## config.mk

```make
export PLATFORM = sky130hd
export DESIGN_NAME = doorlock_disp_ctrl_flat
export DESIGN_NICKNAME = d
export VERILOG_FILES = /design/src/rtl/doorlock_disp_if.sv /design/src/rtl/doorlock_disp_ctrl.sv /design/src/flat_wrapper.sv
export SDC_FILE = /design/constraint.sdc
export NUM_CORES = 1
export LEC_CHECK = 0
export CAP_MARGIN = 20
export CORE_ASPECT_RATIO = 0.9
export CORE_MARGIN = 2
export CORE_UTILIZATION = 57
export DETAILED_ROUTE_END_ITERATION = 10
export HOLD_SLACK_MARGIN = 0.12
export PLACE_DENSITY = 0.84
export SYNTH_ARGS = -nofsm -noshare
export SYNTH_HDL_FRONTEND = slang
export SYNTH_SLANG_ARGS = --single-unit
```

## constraint.sdc

```tcl
create_clock -name clk -period 3.7 [get_ports clk]
set_input_delay 0.37 -clock clk [delete_from_list [all_inputs] [get_ports clk]]
set_output_delay 0.37 -clock clk [all_outputs]
set_load 0.01 [all_outputs]
```

## src/rtl/doorlock_disp_if.sv

```systemverilog
// Keypad/verifier strobes in, panel pins and status out, for doorlock_disp_ctrl.
interface doorlock_disp_if;
  logic       key_valid;
  logic [3:0] key_code;
  logic       clr;
  logic       unlock;
  logic       fail;
  logic [1:0] mode;
  logic [2:0] entry_cnt;
  logic       com5, com6, com7, com8;
  logic       a, b, c, d, e, f, g;

  modport master (
    output key_valid, key_code, clr, unlock, fail,
    input  mode, entry_cnt, com5, com6, com7, com8, a, b, c, d, e, f, g
  );

  modport slave (
    input  key_valid, key_code, clr, unlock, fail,
    output mode, entry_cnt, com5, com6, com7, com8, a, b, c, d, e, f, g
  );
endinterface

```

## src/rtl/doorlock_disp_ctrl.sv

```systemverilog
// Doorlock 4-digit 7-segment display controller: digit scan, entry buffer,
// and ENTRY/OPEN/ERR mode sequencing with timed holds.
module doorlock_disp_ctrl #(
  parameter int unsigned SCAN_DIV    = 25000,
  parameter int unsigned OPEN_FRAMES = 500,
  parameter int unsigned ERR_FRAMES  = 500,
  parameter int unsigned BLINK_BIT   = 5
) (
  input logic           clk,
  input logic           rst,
  doorlock_disp_if.slave bus
);

  localparam int unsigned MAX_HOLD   = (OPEN_FRAMES > ERR_FRAMES) ? OPEN_FRAMES : ERR_FRAMES;
  localparam int unsigned BLINK_SPAN = 1 << (BLINK_BIT + 1);
  localparam int unsigned MAX_FRAME  = (MAX_HOLD > BLINK_SPAN) ? MAX_HOLD : BLINK_SPAN;
  localparam int unsigned FW         = $clog2(MAX_FRAME + 1);
  localparam int unsigned DW         = $clog2(SCAN_DIV);

  // Segment bit order: {a,b,c,d,e,f,g}
  localparam logic [6:0] G_O = 7'h7E;
  localparam logic [6:0] G_P = 7'h67;
  localparam logic [6:0] G_E = 7'h4F;
  localparam logic [6:0] G_N = 7'h76;
  localparam logic [6:0] G_R = 7'h05;

  typedef enum logic [1:0] {
    MODE_ENTRY = 2'd0,
    MODE_OPEN  = 2'd1,
    MODE_ERR   = 2'd2
  } mode_e;

  mode_e          mode_q, mode_d;
  logic [DW-1:0]  div_q, div_d;
  logic [1:0]     sel_q, sel_d;
  logic [FW-1:0]  frame_q, frame_d;
  logic [2:0]     cnt_q, cnt_d;
  logic [15:0]    buf_q, buf_d;
  logic [6:0]     seg_q, seg_d;
  logic           slot_tick, frame_tick;
  logic [3:0]     com_oh;
  logic [3:0]     nib;

  function automatic logic [6:0] digit_glyph(input logic [3:0] dig);
    case (dig)
      4'd0:    return 7'h7E;
      4'd1:    return 7'h30;
      4'd2:    return 7'h6D;
      4'd3:    return 7'h79;
      4'd4:    return 7'h33;
      4'd5:    return 7'h5B;
      4'd6:    return 7'h5F;
      4'd7:    return 7'h70;
      4'd8:    return 7'h7F;
      4'd9:    return 7'h7B;
      default: return 7'h00;
    endcase
  endfunction

  // State register
  always_ff @(posedge clk or posedge rst) begin
    if (rst) begin
      mode_q  <= MODE_ENTRY;
      div_q   <= '0;
      sel_q   <= '0;
      frame_q <= '0;
      cnt_q   <= '0;
      buf_q   <= '0;
      seg_q   <= '0;
    end else begin
      mode_q  <= mode_d;
      div_q   <= div_d;
      sel_q   <= sel_d;
      frame_q <= frame_d;
      cnt_q   <= cnt_d;
      buf_q   <= buf_d;
      seg_q   <= seg_d;
    end
  end

  // Next state: free-running scan plus mode/entry sequencing
  always_comb begin
    slot_tick  = (div_q == DW'(SCAN_DIV - 1));
    frame_tick = slot_tick && (sel_q == 2'd3);
    div_d      = slot_tick ? '0 : div_q + 1'b1;
    sel_d      = slot_tick ? sel_q + 2'd1 : sel_q;
    mode_d     = mode_q;
    frame_d    = frame_q;
    cnt_d      = cnt_q;
    buf_d      = buf_q;

    case (mode_q)
      MODE_ENTRY: begin
        if (bus.fail || bus.unlock) begin
          mode_d  = bus.fail ? MODE_ERR : MODE_OPEN;
          cnt_d   = '0;
          buf_d   = '0;
          frame_d = '0;
        end else if (bus.clr) begin
          cnt_d = '0;
          buf_d = '0;
        end else if (bus.key_valid && (bus.key_code <= 4'd9) && (cnt_q < 3'd4)) begin
          buf_d = {buf_q[11:0], bus.key_code};
          cnt_d = cnt_q + 3'd1;
        end
      end
      MODE_OPEN: begin
        if (frame_tick) begin
          if (frame_q == FW'(OPEN_FRAMES - 1)) begin
            mode_d  = MODE_ENTRY;
            frame_d = '0;
          end else begin
            frame_d = frame_q + 1'b1;
          end
        end
      end
      MODE_ERR: begin
        if (frame_tick) begin
          if (frame_q == FW'(ERR_FRAMES - 1)) begin
            mode_d  = MODE_ENTRY;
            frame_d = '0;
          end else begin
            frame_d = frame_q + 1'b1;
          end
        end
      end
      default: begin
        mode_d  = MODE_ENTRY;
        frame_d = '0;
      end
    endcase
  end

  // Outputs: segments are registered against sel_d so they switch on the
  // same edge as the com lines, while mode/buffer changes show one edge later.
  always_comb begin
    com_oh = 4'b0001 << sel_q;
    seg_d  = '0;
    case (sel_d)
      2'd0:    nib = buf_q[15:12];
      2'd1:    nib = buf_q[11:8];
      2'd2:    nib = buf_q[7:4];
      default: nib = buf_q[3:0];
    endcase
    case (mode_q)
      MODE_ENTRY: begin
        if (({1'b0, sel_d} + cnt_q) >= 3'd4) seg_d = digit_glyph(nib);
      end
      MODE_OPEN: begin
        case (sel_d)
          2'd0:    seg_d = G_O;
          2'd1:    seg_d = G_P;
          2'd2:    seg_d = G_E;
          default: seg_d = G_N;
        endcase
      end
      MODE_ERR: begin
        if (!frame_q[BLINK_BIT]) begin
          case (sel_d)
            2'd0:    seg_d = G_E;
            2'd1:    seg_d = G_R;
            2'd2:    seg_d = G_R;
            default: seg_d = '0;
          endcase
        end
      end
      default: seg_d = '0;
    endcase
  end

  assign bus.mode      = mode_q;
  assign bus.entry_cnt = cnt_q;
  assign bus.com5      = com_oh[0];
  assign bus.com6      = com_oh[1];
  assign bus.com7      = com_oh[2];
  assign bus.com8      = com_oh[3];
  assign {bus.a, bus.b, bus.c, bus.d, bus.e, bus.f, bus.g} = seg_q;

endmodule

```

## src/flat_wrapper.sv

```systemverilog
// flat-port wrapper written by rule: the top's interface ports become plain ports
module doorlock_disp_ctrl_flat 
#(
  parameter int unsigned SCAN_DIV    = 25000,
  parameter int unsigned OPEN_FRAMES = 500,
  parameter int unsigned ERR_FRAMES  = 500,
  parameter int unsigned BLINK_BIT   = 5
)
  (clk, rst, bus_key_valid, bus_key_code, bus_clr, bus_unlock, bus_fail, bus_mode, bus_entry_cnt, bus_com5, bus_com6, bus_com7, bus_com8, bus_a, bus_b, bus_c, bus_d, bus_e, bus_f, bus_g);
  doorlock_disp_if bus_i ();
  input logic clk;
  input logic rst;
  input wire logic [$bits(bus_i.key_valid)-1:0] bus_key_valid;
  input wire logic [$bits(bus_i.key_code)-1:0] bus_key_code;
  input wire logic [$bits(bus_i.clr)-1:0] bus_clr;
  input wire logic [$bits(bus_i.unlock)-1:0] bus_unlock;
  input wire logic [$bits(bus_i.fail)-1:0] bus_fail;
  output wire logic [$bits(bus_i.mode)-1:0] bus_mode;
  output wire logic [$bits(bus_i.entry_cnt)-1:0] bus_entry_cnt;
  output wire logic [$bits(bus_i.com5)-1:0] bus_com5;
  output wire logic [$bits(bus_i.com6)-1:0] bus_com6;
  output wire logic [$bits(bus_i.com7)-1:0] bus_com7;
  output wire logic [$bits(bus_i.com8)-1:0] bus_com8;
  output wire logic [$bits(bus_i.a)-1:0] bus_a;
  output wire logic [$bits(bus_i.b)-1:0] bus_b;
  output wire logic [$bits(bus_i.c)-1:0] bus_c;
  output wire logic [$bits(bus_i.d)-1:0] bus_d;
  output wire logic [$bits(bus_i.e)-1:0] bus_e;
  output wire logic [$bits(bus_i.f)-1:0] bus_f;
  output wire logic [$bits(bus_i.g)-1:0] bus_g;
  assign bus_i.key_valid = bus_key_valid;
  assign bus_i.key_code = bus_key_code;
  assign bus_i.clr = bus_clr;
  assign bus_i.unlock = bus_unlock;
  assign bus_i.fail = bus_fail;
  assign bus_mode = bus_i.mode;
  assign bus_entry_cnt = bus_i.entry_cnt;
  assign bus_com5 = bus_i.com5;
  assign bus_com6 = bus_i.com6;
  assign bus_com7 = bus_i.com7;
  assign bus_com8 = bus_i.com8;
  assign bus_a = bus_i.a;
  assign bus_b = bus_i.b;
  assign bus_c = bus_i.c;
  assign bus_d = bus_i.d;
  assign bus_e = bus_i.e;
  assign bus_f = bus_i.f;
  assign bus_g = bus_i.g;
  doorlock_disp_ctrl #(.SCAN_DIV(SCAN_DIV), .OPEN_FRAMES(OPEN_FRAMES), .ERR_FRAMES(ERR_FRAMES), .BLINK_BIT(BLINK_BIT)) u_core (.clk(clk), .rst(rst), .bus(bus_i));
endmodule
```

Yosys cells after proc, flatten, opt, wreduce, memory -nomap -nowiden
Memory sizes are Yosys's and may differ from the RTL's.
Cells that the tools add are included.
W data, S select, Z words.
{"block": "classes", "addsub": 5, "n_lt_le_gt_ge": 3, "n_eq_ne": 10, "n_shift": 1, "muxes": 23, "n_reduce_logical": 12}
{"operator": "$mux W16", "n": 3}
{"operator": "$mux W9", "n": 3}
{"operator": "$pmux W7 S3", "n": 1}
{"operator": "$pmux W6 S3", "n": 1}
{"operator": "$pmux W9 S2", "n": 1}
{"operator": "$add A15 B1 Y15 const B", "n": 1}
{"operator": "$eq A15 B15 Y1 const B", "n": 1}
{"operator": "$mux W15", "n": 1}
{"operator": "$mux W7", "n": 2}
{"operator": "$pmux W7 S2", "n": 1}
{"operator": "$pmux W4 S3", "n": 1}
{"operator": "$mux W2", "n": 5}
{"operator": "$add A9 B1 Y9 const B", "n": 1}
{"operator": "$eq A9 B9 Y1 const B", "n": 1}
{"operator": "$mux W3", "n": 3}
{"operator": "$eq A2 B2 Y1 const B", "n": 3}
{"operator": "$ne A2 B1 Y1 const B", "n": 3}
{"operator": "$eq A2 B1 Y1 const B", "n": 2}
{"operator": "$le A4 B4 Y1 const B", "n": 1}
{"operator": "$logic_not A2 Y1", "n": 2}
{"operator": "$pmux W2 S2", "n": 1}
{"operator": "$reduce_and A2 Y1", "n": 2}
{"operator": "$reduce_or A2 Y1", "n": 2}
{"operator": "$shl A1 B2 Y4 const A", "n": 1}
{"operator": "9 further kinds", "n": 11}
{"block": "word_totals", "ff_bits": 54, "rom_bits": 112, "output_inout_bits": 16, "memories": 1}
{"name": "(no name shown)", "words": 16, "word_bits": 7, "read_ports": 1, "rd_clocked_by_memory_dff": 0, "write_ports": 0, "line_no": "doorlock_disp_ctrl.sv:45", "rtl": "case (dig)"}

Logic depth before layout (Yosys ltp)
Gate-level depths: netlist of run 1.
{"block": "depth", "depth_word": 7, "ltp_mapped": 16}

Worst setup path after synthesis of run 1
No wires, ideal clock.
{"block": "synth_timing", "kind": "reg-to-reg", "from": "register u_core.div_q[12]", "to": "register u_core.seg_q[0]", "setup_time_ns": 0.101, "arrival_time_ns": 3.261, "slack_ns": 0.339, "path_stages_with_launch": 13, "synth_period_minus_slack_ns": 3.361, "path_cell_list": "dfrtp_1 or4b_4 nor4_4 clkbuf_1 a21o_1 inv_1 ha_1 a222oi_1 mux2i_1 clkbuf_1 a21o_1 a211o_1 o32ai_1"}
{"block": "synth_between", "elab_chain_cells": 7, "elab_cells_between_ends": 15, "classes_between": "add/sub: 1; order compare: 1; eq/ne: 3; mux: 7; reduce/logical: 2; memory: 1"}
{"item": "from (decl)", "line_no": "doorlock_disp_ctrl.sv:34", "rtl": "logic [DW-1:0] div_q, div_d;"}
{"item": "from (signal assigned)", "line_no": "doorlock_disp_ctrl.sv:72", "rtl": "div_q <= div_d;"}
{"item": "$eq A15 B15 Y1 (*)", "line_no": "doorlock_disp_ctrl.sv:83", "rtl": "slot_tick = (div_q == DW'(SCAN_DIV - 1));"}
{"item": "$mux W2 (*)", "line_no": "doorlock_disp_ctrl.sv:86", "rtl": "sel_d = slot_tick ? sel_q + 2'd1 : sel_q;"}
{"item": "net u_core.sel_d[1]", "line_no": "doorlock_disp_ctrl.sv:35", "rtl": "logic [1:0] sel_q, sel_d;"}
{"item": "$eq A2 B2 Y1 (tied with other cells)", "line_no": "doorlock_disp_ctrl.sv:139, doorlock_disp_ctrl.sv:150, doorlock_disp_ctrl.sv:159"}
{"item": "$pmux W4 S3 / $reduce_or A2 Y1 (equally long branches)"}
{"item": "$mem_v2 Z16 W7 / $pmux W7 S2 (equally long branches)"}
{"item": "$mux W7, on equally long branches", "line_no": "doorlock_disp_ctrl.sv:147, doorlock_disp_ctrl.sv:158"}
{"item": "$pmux W7 S3 (*)", "line_no": "doorlock_disp_ctrl.sv:145", "rtl": "case (mode_q)"}
{"item": "net u_core.seg_d[0]", "line_no": "doorlock_disp_ctrl.sv:39", "rtl": "logic [6:0] seg_q, seg_d;"}
{"item": "to (signal assigned)", "line_no": "doorlock_disp_ctrl.sv:77", "rtl": "seg_q <= seg_d;"}
{"item": "to (decl)", "line_no": "doorlock_disp_ctrl.sv:39"}
Mark *: on every way through the listed nets, which the timed path passes. The rest lies on a longest branch.
A chain may end at the register's enable or synchronous reset.

Worst setup path after layout of run 1
{"block": "layout_timing", "from": "register u_core.div_q[4]", "to": "register u_core.seg_q[0]"}
The elaborated chain is that of the path after synthesis.

==> flow_metrics.py, run 1 <==
metrics = {
    "run_status": {
        "status": "completed",
    },
    "clock_tree": {
        "postCtsHoldBufs": 0,
        "numCtsBuffers": 5,
        "cts_max_path_buffers": 2,
        "cts_max_level": 2,
        "cts_num_sinks": 54,
        "clk_pin_slew_ns": 0.10,
        "cts_tree": "built",
        "root_buffer": "clkbuf_8",
        "clock_latency_ns": 0.31,
    },
    "placement": {
        "port_buffers": 25,
        "hpwl_mm": 4.14,
        "gp_congestion": 0.830,
        "place_ws_ns": 0.253,
    },
    "detailed_routing": {
        "vias_per_cell": 5.92,
        "wl_per_cell_um": 15.8,
        "final_antenna_net_count": 0,
        "drc_errors": 0,
        "finalWirelength_mm": 5.81,
        "vias": 2171,
        "drt_pass1_iterations": 5,
        "drt_iter0_markers": 215,
    },
    "timing": {
        "min_period_over_period": 0.942,
        "worstMarginPinSlew_ns": 0.876,
        "rsz0062_at_grt": "true",
        "slew_viol_final": 0,
        "relSlewSlack": 0.415,
        "setup_violations": 0,
        "fmax_mhz": 287,
        "final-hold-violation-count": 0,
        "final.setup_skew_ns": 0.0105,
        "setup_ws_ns": 0.213,
        "period_minus_slack_ns": 3.49,
    },
    "floorplan": {
        "coreArea_mm2": 0.00486,
        "die_x_um": 79.0,
        "initial_utilization": 0.593,
        "rows": 24,
        "dieArea_mm2": 0.00564,
        "ios": 26,
        "die_h_um": 71.5,
    },
    "global_route": {
        "grt_pass1_vias": 2120,
        "grt_pass1_wl_mm": 10.1,
        "gr-total-overflow": 0,
        "grt.total_usage": 0.226,
        "antenna_found_initial": 0,
        "grt_max_degree": 33,
    },
    "setup_path": {
        "crit_required_ns": 3.90,
        "worstSetupPathType": "flip-flop to flip-flop",
        "cp_max_fo": 9,
        "rrSetupSlack_ns": 0.21,
        "end_kind": "flip-flop",
        "crit_path_start_kind": "flip-flop",
        "arrival_ns": 3.69,
        "startpoint": "u_core.div_q[4]",
        "timing.rr.end": "u_core.seg_q[0]",
        "r2r-start": "u_core.div_q[4]",
        "rr_worst_depth": 10,
        "endpoint": "u_core.seg_q[0]",
    },
    "synthesis": {
        "ys.flop_type": "dfrtp_1",
        "syn_nets": 303,
        "yosys.area.top_type": "dfrtp_1",
        "synth_edf_count": 0,
        "syn_avg_cell_area_um2": 10.5,
        "synth-seq-cells": 54,
        "ys_types": 44,
        "yosysWarnings": 0,
        "synthCells": 274,
        "yosysSeqAreaShare": 0.469,
        "synth_area_mm2": 0.00288,
        "synth-async-reset-ratio": 1.00,
        "synthTopCellsByArea": "dfrtp_1, ha_1, a22o_1, o31ai_1, inv_1",
        "synth_top_area_frac": 0.469,
    },
    "finish": {
        "diodes": 0,
        "syn_to_final_growth_pct": 15.1,
        "drive_gt1_frac": 0.0728,
        "num-nets-final": 330,
    },
    "pwr": {
        "p_total_uw": 1550,
        "leakage_uw": 0.00153,
        "power_density_mw_per_mm2": 466,
        "peakVddDrop_uv": 286,
    },
    "run": {
        "cap_violations": 0,
    },
    "worst_hold_path": {
        "holdCritPathClass": "flip-flop to flip-flop",
    },
}
[metrics by stage]
step,setup TNS (ns),cells,utilization,cell area (µm²),hold slack (ns)
2_1_floorplan,0,274,-,2880,0.425
3_3_place_gp,0,358,0.659,3210,0.437
3_5_place_dp,0,358,0.659,3210,0.461
4_1_cts,0,366,0.678,3300,0.476
5_1_grt,-0.0281,367,0.682,3320,0.508
6_report,0,367,0.682,3320,0.472
[worst min-delay path by stage]
stage,to,slack (ns),start,cells past startpoint
5_1_grt,u_core.div_q[0],0.51,u_core.div_q[0],1
3_5_place_dp,u_core.div_q[0],0.46,u_core.div_q[0],1
6_report,u_core.div_q[0],0.47,u_core.div_q[0],1
3_3_place_gp,u_core.div_q[0],0.44,u_core.div_q[0],1
4_1_cts,u_core.div_q[0],0.48,u_core.div_q[0],1
2_1_floorplan,u_core.div_q[0],0.43,u_core.div_q[0],1
[logic make-up after synthesis]
logic type / count (synthesis) / share of synthesized area
AND/OR/NAND/NOR: 79 / 0.155
AO/OA/AOI/OAI: 70 / 0.182
flip-flops: 54 / 0.469
buffers and inverters: 30 / 0.0408
adder cells (fa/ha/maj): 19 / 0.0825
XOR/XNOR: 15 / 0.0456
multiplexers: 7 / 0.0247
[cell usage after synthesis, types with 3 or more instances]
| library cell | number |
|---|---|
| dfrtp_1 | 54 |
| ha_1 | 19 |
| inv_1 | 19 |
| nor2_1 | 18 |
| a22o_1 | 16 |
| o31ai_1 | 15 |
| nand3_1 | 13 |
| a21oi_1 | 10 |
| clkbuf_1 | 9 |
| nand2_1 | 9 |
| o21ai_0 | 8 |
| xor2_1 | 8 |
| and3_1 | 7 |
| xnor2_1 | 7 |
| mux2i_1 | 6 |
| nor3_1 | 6 |
| nor2b_1 | 5 |
| o32ai_1 | 5 |
| nand2b_1 | 4 |
| a222oi_1 | 3 |
| nor3b_1 | 3 |
[worst max-delay path: stages, from the launching register on]
cell	delay [ns]
dfrtp_1	0.44
or4b_4	0.54
nor4_4	0.40
a21o_1	0.29
inv_1	0.09
ha_1	0.24
a222oi_1	0.44
mux2i_2	0.23
a21o_1	0.20
a211o_1	0.28
o32ai_1	0.22
[state kept, by name, summed over array words and instances (netlist names)]
name	flops
u_core.bus.mode	2
u_core.div_q	15
u_core.bus.entry_cnt	3
u_core.frame_q	9
u_core.buf_q	16
u_core.sel_q	2
u_core.seg_q	7
[timing repair]
item / CTS / global route
buffers inserted: 0 / 1
setup endpoints to repair: 0 / 6
resized for setup: 0 / 2
[report_power, final]
part	internal [µW]	switching, µW	leakage [µW]
Sequential	647	36.2	0.000727
Clock	151	190	0.0000472
Combinational	221	301	0.000758
Total	1020	526	0.00153
[layout by cell type (no fill, tap or decap), drive strengths merged, types with 8 or more instances in the layout]
| cell type | count |
|---|---|
| a21oi | 10 |
| o31ai | 15 |
| dfrtp | 54 |
| a22o | 16 |
| nand3 | 13 |
| xor2 | 8 |
| ha | 19 |
| nor2 | 18 |
| nand2 | 9 |
| inv | 19 |
| o21ai | 8 |
| clkdlybuf4s50 | 25 |
[final cells by class]
| type | count | area, µm² |
|---|---|---|
| inverter | 19 | 71.3 |
| fill | 383 | 1550 |
| multi-input combinational | 190 | 1430 |
| clock buffer | 6 | 82.6 |
| sequential | 54 | 1350 |
| timing repair buffer | 31 | 295 |
| tap | 65 | 81.3 |
| clock inverter | 2 | 12.5 |
[layer usage]
metal	track usage	wire, µm	vias up
met5	0	0	-
met2	0.339	2630	59
li1	-	-	1054
met4	0.0824	85	0
met1	0.331	2840	1049
met3	0.0428	247	9
(Power assumes the default switching activity.)
==> run 2, diff against run 1 <==
- CORE_UTILIZATION: 57 -> 59
- CTS_BUF_LIST: unset -> sky130_fd_sc_hd__clkbuf_8
- PLACE_DENSITY: 0.84 -> 0.86
==> run 2 against run 1 <==
Combinational power increased by 4%. Register-to-register slack improved by 0.08 ns. Clock-buffer cell count decreased by 1. Cell count increased by 0.54%. Via count increased by 2.5%. Largest power group unchanged.
==> flow_metrics.py, run 2 (synthesized netlist as in run 1, its figures left out) <==
metrics = {
    "timing": {
        "min_period_over_period": 0.921,
        "final-hold-violation-count": 0,
        "relSlewSlack": 0.385,
        "whs_ns": 0.288,
        "slew_viol_final": 0,
        "fmax_mhz": 293,
        "period_minus_slack_ns": 3.41,
        "final.setup_skew_ns": 0.00694,
        "setup_violations": 0,
        "tns_ns": 0,
        "worstMarginPinSlew_ns": 0.921,
        "rsz0062_at_grt": "false",
    },
    "clock_tree": {
        "clk_pin_slew_ns": 0.09,
        "cts_tree": "built",
        "postCtsHoldBufs": 0,
        "clock_latency_ns": 0.30,
        "numCtsBuffers": 5,
        "cts_max_level": 2,
        "cts_max_path_buffers": 2,
        "root_buffer": "clkbuf_8",
        "cts_num_sinks": 54,
    },
    "pwr": {
        "p_int_uw": 1000,
        "p_comb_frac": 0.355,
        "p_clk_frac": 0.200,
        "power_density_mw_per_mm2": 451,
        "swShare": 0.343,
        "leakage_uw": 0.00156,
        "switching_power_uw": 523,
        "peakVddDrop_uv": 287,
        "power_frac_seq": 0.445,
    },
    "floorplan": {
        "die_h_um": 70.3,
        "die_x_um": 77.7,
        "coreArea_mm2": 0.00477,
        "dieArea_mm2": 0.00546,
        "ios": 26,
        "rows": 24,
        "initial_utilization": 0.604,
    },
    "placement": {
        "dp_cells": 357,
        "gp_congestion": 0.868,
        "port_buffers": 25,
        "hpwl_mm": 4.14,
    },
    "global_route": {
        "antenna_found_initial": 0,
        "grt_pass1_vias": 2164,
        "grt.total_usage": 0.240,
        "grt_max_degree": 55,
        "grt_pass1_wl_mm": 10.4,
        "gr-total-overflow": 0,
    },
    "setup_path": {
        "slowest_delay_ns": 0.54,
        "arrival_ns": 3.63,
        "rrSetupSlack_ns": 0.29,
        "end_kind": "flip-flop",
        "crit_chain": "or4b_4, nor4_4, buf_4, nor2_1, a21o_4, inv_1, ha_1, a222oi_1, mux2i_1, inv_1, ha_1, nand2_1, a21oi_2, o32ai_2",
        "cp_max_fo": 6,
        "crit_required_ns": 3.92,
        "crit_path_start_kind": "flip-flop",
        "worstSetupPathType": "flip-flop to flip-flop",
        "slowest_stage": "or4b_4",
    },
    "finish": {
        "final_util": 0.708,
        "fillCellCount": 340,
        "num-nets-final": 333,
        "largest-register": "u_core.buf_q",
        "mostFrequentLayoutCell": "dfrtp_1",
        "drive_gt1_frac": 0.102,
        "register_area_mm2": 0.00135,
        "largest_register_ffs": 16,
        "multi_input_area_mm2": 0.00147,
        "final_cell_mix": "dfrtp_1, clkdlybuf4s50_1, inv_1",
        "reg_top3": "u_core.buf_q (16), u_core.div_q (15), u_core.frame_q (9)",
        "syn_to_final_growth_pct": 17.3,
        "diodes": 0,
        "instances_no_fill": 369,
    },
    "detailed_routing": {
        "wl_per_cell_um": 16.3,
        "vias": 2226,
        "vias_per_cell": 6.03,
        "drt_iter0_markers": 151,
        "drt_pass1_iterations": 5,
        "drc_errors": 0,
        "finalWirelength_mm": 6.03,
        "final_antenna_net_count": 0,
    },
    "run": {
        "cap_violations": 0,
    },
    "run_status": {
        "status": "completed",
    },
    "worst_hold_path": {
        "holdCritPathClass": "input port to async pin",
    },
}
==> run 2: path summary, 6_finish.rpt <==
path / from / endpoint / cells after the start
max: u_core.div_q[4] / u_core.seg_q[3] / 14
min: rst / u_core.buf_q[8] / 2
max reg2reg: u_core.div_q[4] / u_core.seg_q[3] / 14
min reg2reg: u_core.div_q[0] / u_core.div_q[0] / 1
max in group asynchronous: rst / u_core.buf_q[4] / 3
min in group clk: u_core.div_q[0] / u_core.div_q[0] / 1
==> run 2: power by group through the flow <==
stage / Sequential, µW / Combinational [µW] / Clock [µW]
2_1_floorplan: 709 / 306 / 0
3_3_place_gp: 690 / 500 / 0
3_5_place_dp: 691 / 522 / 0
4_1_cts: 679 / 524 / 313
5_1_grt: 688 / 600 / 339
6_report: 679 / 541 / 305
==> run 2: metal layers <==
metal | global-route usage | part of all wire
met5 | 0 | 0
met4 | 0.0754 | 0.010
met3 | 0.0543 | 0.048
met2 | 0.372 | 0.48
met1 | 0.336 | 0.46
==> run 2: final cells by class <==
cell class / count / share of cell area
Clock inverter: 2 / 0.00222
Multi-Input combinational cell: 190 / 0.435
Inverter: 19 / 0.0211
Tap cell: 65 / 0.0241
Sequential cell: 54 / 0.400
Clock buffer: 5 / 0.0204
Timing Repair Buffer: 34 / 0.0977
==> run 2: what timing repair did <==
item,CTS,global route
endpoints found under the setup margin,0,7
gates resized for setup,0,11
setup buffers,0,4
==> run 2: stage by stage <==
stage	worst slack, ns	power, µW	cell area [µm²]
floorplan	0.339	1020	2880
global placement	0.361	1190	3200
detailed placement	0.224	1210	3200
CTS	0.193	1520	3270
global route	0.0156	1630	3380
finish	0.291	1530	3380
==> run 2: worst max-delay path, delay by kind of cell, from the launching register on <==
family                     cells  cell delay (ns)
and+or+nand+nor                4             0.98
AOI/OAI and AO/OA              4             0.59
buffers and inverters          3             0.39
muxes                          1             0.36
DFF                            1             0.43
adders and majority gates      2             0.59
==> run 3, diff against run 2 <==
- DONT_BUFFER_PORTS: unset -> 1
- PLACE_DENSITY: 0.86 -> 0.8
- SKIP_LAST_GASP: unset -> 1
==> run 3 against run 2 <==
Register-to-register slack hardly changed. Fmax about the same. Clock skew increased by 0.0051 ns. Combinational power fell by 26%. Non-clock buffer count down 27. First-iteration DRC count decreased by 5.3%. Critical endpoint is now u_core.seg_q[4].
==> flow_metrics.py, run 3 (synthesized netlist as in run 1, its figures left out) <==
metrics = {
    "run_status": {
        "status": "completed",
    },
    "global_route": {
        "grt_pass1_vias": 1942,
        "gr-total-overflow": 0,
        "grt_pass1_wl_mm": 9.45,
        "grt_max_degree": 55,
        "antenna_found_initial": 0,
        "grt.total_usage": 0.218,
    },
    "clock_tree": {
        "cts_max_level": 2,
        "cts_num_sinks": 54,
        "cts_max_path_buffers": 2,
        "root_buffer": "clkbuf_8",
        "clock_latency_ns": 0.31,
        "numCtsBuffers": 5,
        "clk_pin_slew_ns": 0.10,
        "cts_tree": "built",
    },
    "setup_path": {
        "crit_path_start_kind": "flip-flop",
        "timing.rr.end": "u_core.seg_q[4]",
        "worstSetupPathType": "flip-flop to flip-flop",
        "cpLargestDelayFamily": "simple AND/OR/NAND/NOR gates",
        "slowest_delay_ns": 0.54,
        "r2r-start": "u_core.div_q[4]",
        "rr_worst_depth": 11,
        "worst-path-buf-inv": 2,
        "crit_chain": "or4b_4, nor4_4, xnor2_2, inv_1, ha_1, a222oi_1, mux2i_1, buf_4, o21ai_0, nand2b_1, o32ai_1",
        "slowest_stage": "or4b_4",
        "crit_required_ns": 3.91,
        "arrival_ns": 3.62,
        "rrSetupSlack_ns": 0.29,
        "cp_max_fo": 7,
        "end_kind": "flip-flop",
    },
    "pwr": {
        "peakVddDrop_uv": 325,
        "leakage_uw": 0.00145,
        "power_density_mw_per_mm2": 470,
        "p_total_uw": 1460,
    },
    "timing": {
        "period_minus_slack_ns": 3.41,
        "fmax_mhz": 293,
        "final-hold-violation-count": 0,
        "final.setup_skew_ns": 0.0121,
        "tns_ns": 0,
        "rsz0062_at_grt": "false",
        "relSlewSlack": 0.433,
        "worstMarginPinSlew_ns": 0.849,
        "whs_ns": 0.191,
        "slew_viol_final": 0,
        "min_period_over_period": 0.921,
        "setup_violations": 0,
    },
    "floorplan": {
        "die_h_um": 70.3,
        "coreArea_mm2": 0.00477,
        "rows": 24,
        "ios": 26,
        "die_x_um": 77.7,
        "dieArea_mm2": 0.00546,
        "initial_utilization": 0.604,
    },
    "finish": {
        "largest_register_ffs": 16,
        "instances_no_fill": 343,
        "mostFrequentLayoutCell": "dfrtp_1",
        "reg_top3": "u_core.buf_q (16), u_core.div_q (15), u_core.frame_q (9)",
        "diodes": 0,
        "final_util": 0.649,
        "drive_gt1_frac": 0.0863,
        "final_cell_mix": "dfrtp_1, ha_1, inv_1, nor2_1, a22o_1",
        "syn_to_final_growth_pct": 7.55,
        "largest-register": "u_core.buf_q",
        "num-nets-final": 306,
        "fillCellCount": 364,
    },
    "placement": {
        "port_buffers": 0,
        "dp_cells": 332,
        "hpwl_mm": 3.83,
        "gp_congestion": 0.832,
    },
    "detailed_routing": {
        "drt_pass1_iterations": 5,
        "wl_per_cell_um": 15.9,
        "vias_per_cell": 5.98,
        "drc_errors": 0,
        "finalWirelength_mm": 5.47,
        "vias": 2052,
        "final_antenna_net_count": 0,
        "drt_iter0_markers": 143,
    },
    "worst_hold_path": {
        "whs_path_depth": 1,
        "hold_path_end": "u_core.buf_q[0]",
        "hp-start": "bus_key_code[0]",
        "holdCritPathClass": "input port to flip-flop",
    },
    "run": {
        "cap_violations": 0,
    },
}
-- run 3: cell types whose count changed in the layout (fill, tap and decap cells not counted), sizes merged --
cell           delta
buf               -3
clkbuf            +1
clkdlybuf4s50    -25
clkinvlp          +1
dlygate4sd3       +1
inv               -1
-- run 3: per-stage QoR --
stage,area [µm²],worst slack (ns)
after CTS,3050,0.229
after detailed placement,2950,0.274
after global routing,3100,0.0451
after floorplan,2880,0.339
final,3100,0.293
after global placement,2950,0.357
-- run 3: cell type report --
cell class | count | area (µm²) | share of cell area
flip-flops and latches | 54 | 1350 | 0.436
repair buffers | 7 | 67.6 | 0.0218
multi-input cells | 190 | 1430 | 0.461
clock inverters | 2 | 16.3 | 0.00525
well taps | 65 | 81.3 | 0.0262
clock buffers | 6 | 82.6 | 0.0266
inverters | 19 | 71.3 | 0.0230
-- run 3: worst max-delay path by stage --
stage / from / cells after the start / slack, ns / to
after floorplan: u_core.div_q[12] / 12 / 0.34 / u_core.seg_q[0]
after global placement: u_core.div_q[4] / 10 / 0.36 / u_core.seg_q[0]
after detailed placement: u_core.div_q[4] / 10 / 0.27 / u_core.seg_q[0]
after CTS: u_core.div_q[4] / 10 / 0.23 / u_core.seg_q[0]
after global routing: u_core.div_q[4] / 11 / 0.05 / u_core.seg_q[3]
final: u_core.div_q[4] / 11 / 0.29 / u_core.seg_q[4]
-- run 3: report_power, final --
| group | leakage [µW] | switching [µW] | internal [µW] |
|---|---|---|---|
| Sequential | 0.000727 | 59.6 | 648 |
| Clock | 0.0000478 | 195 | 154 |
| Combinational | 0.000673 | 256 | 143 |
-- run 3: timing repair --
item                                    CTS  global route
buffers inserted                          0             1
hold buffers                              0             1
endpoints found under the hold margin     0            10
gates resized for setup                   0             4
endpoints found under the setup margin    0             5
-- run 3: per-layer routing --
metal	track usage	up-vias	part of all wire
met5	0	-	0
met4	0.0536	0	0.0097
met3	0.0452	7	0.046
met2	0.317	51	0.43
met1	0.332	989	0.51
li1	-	1005	-
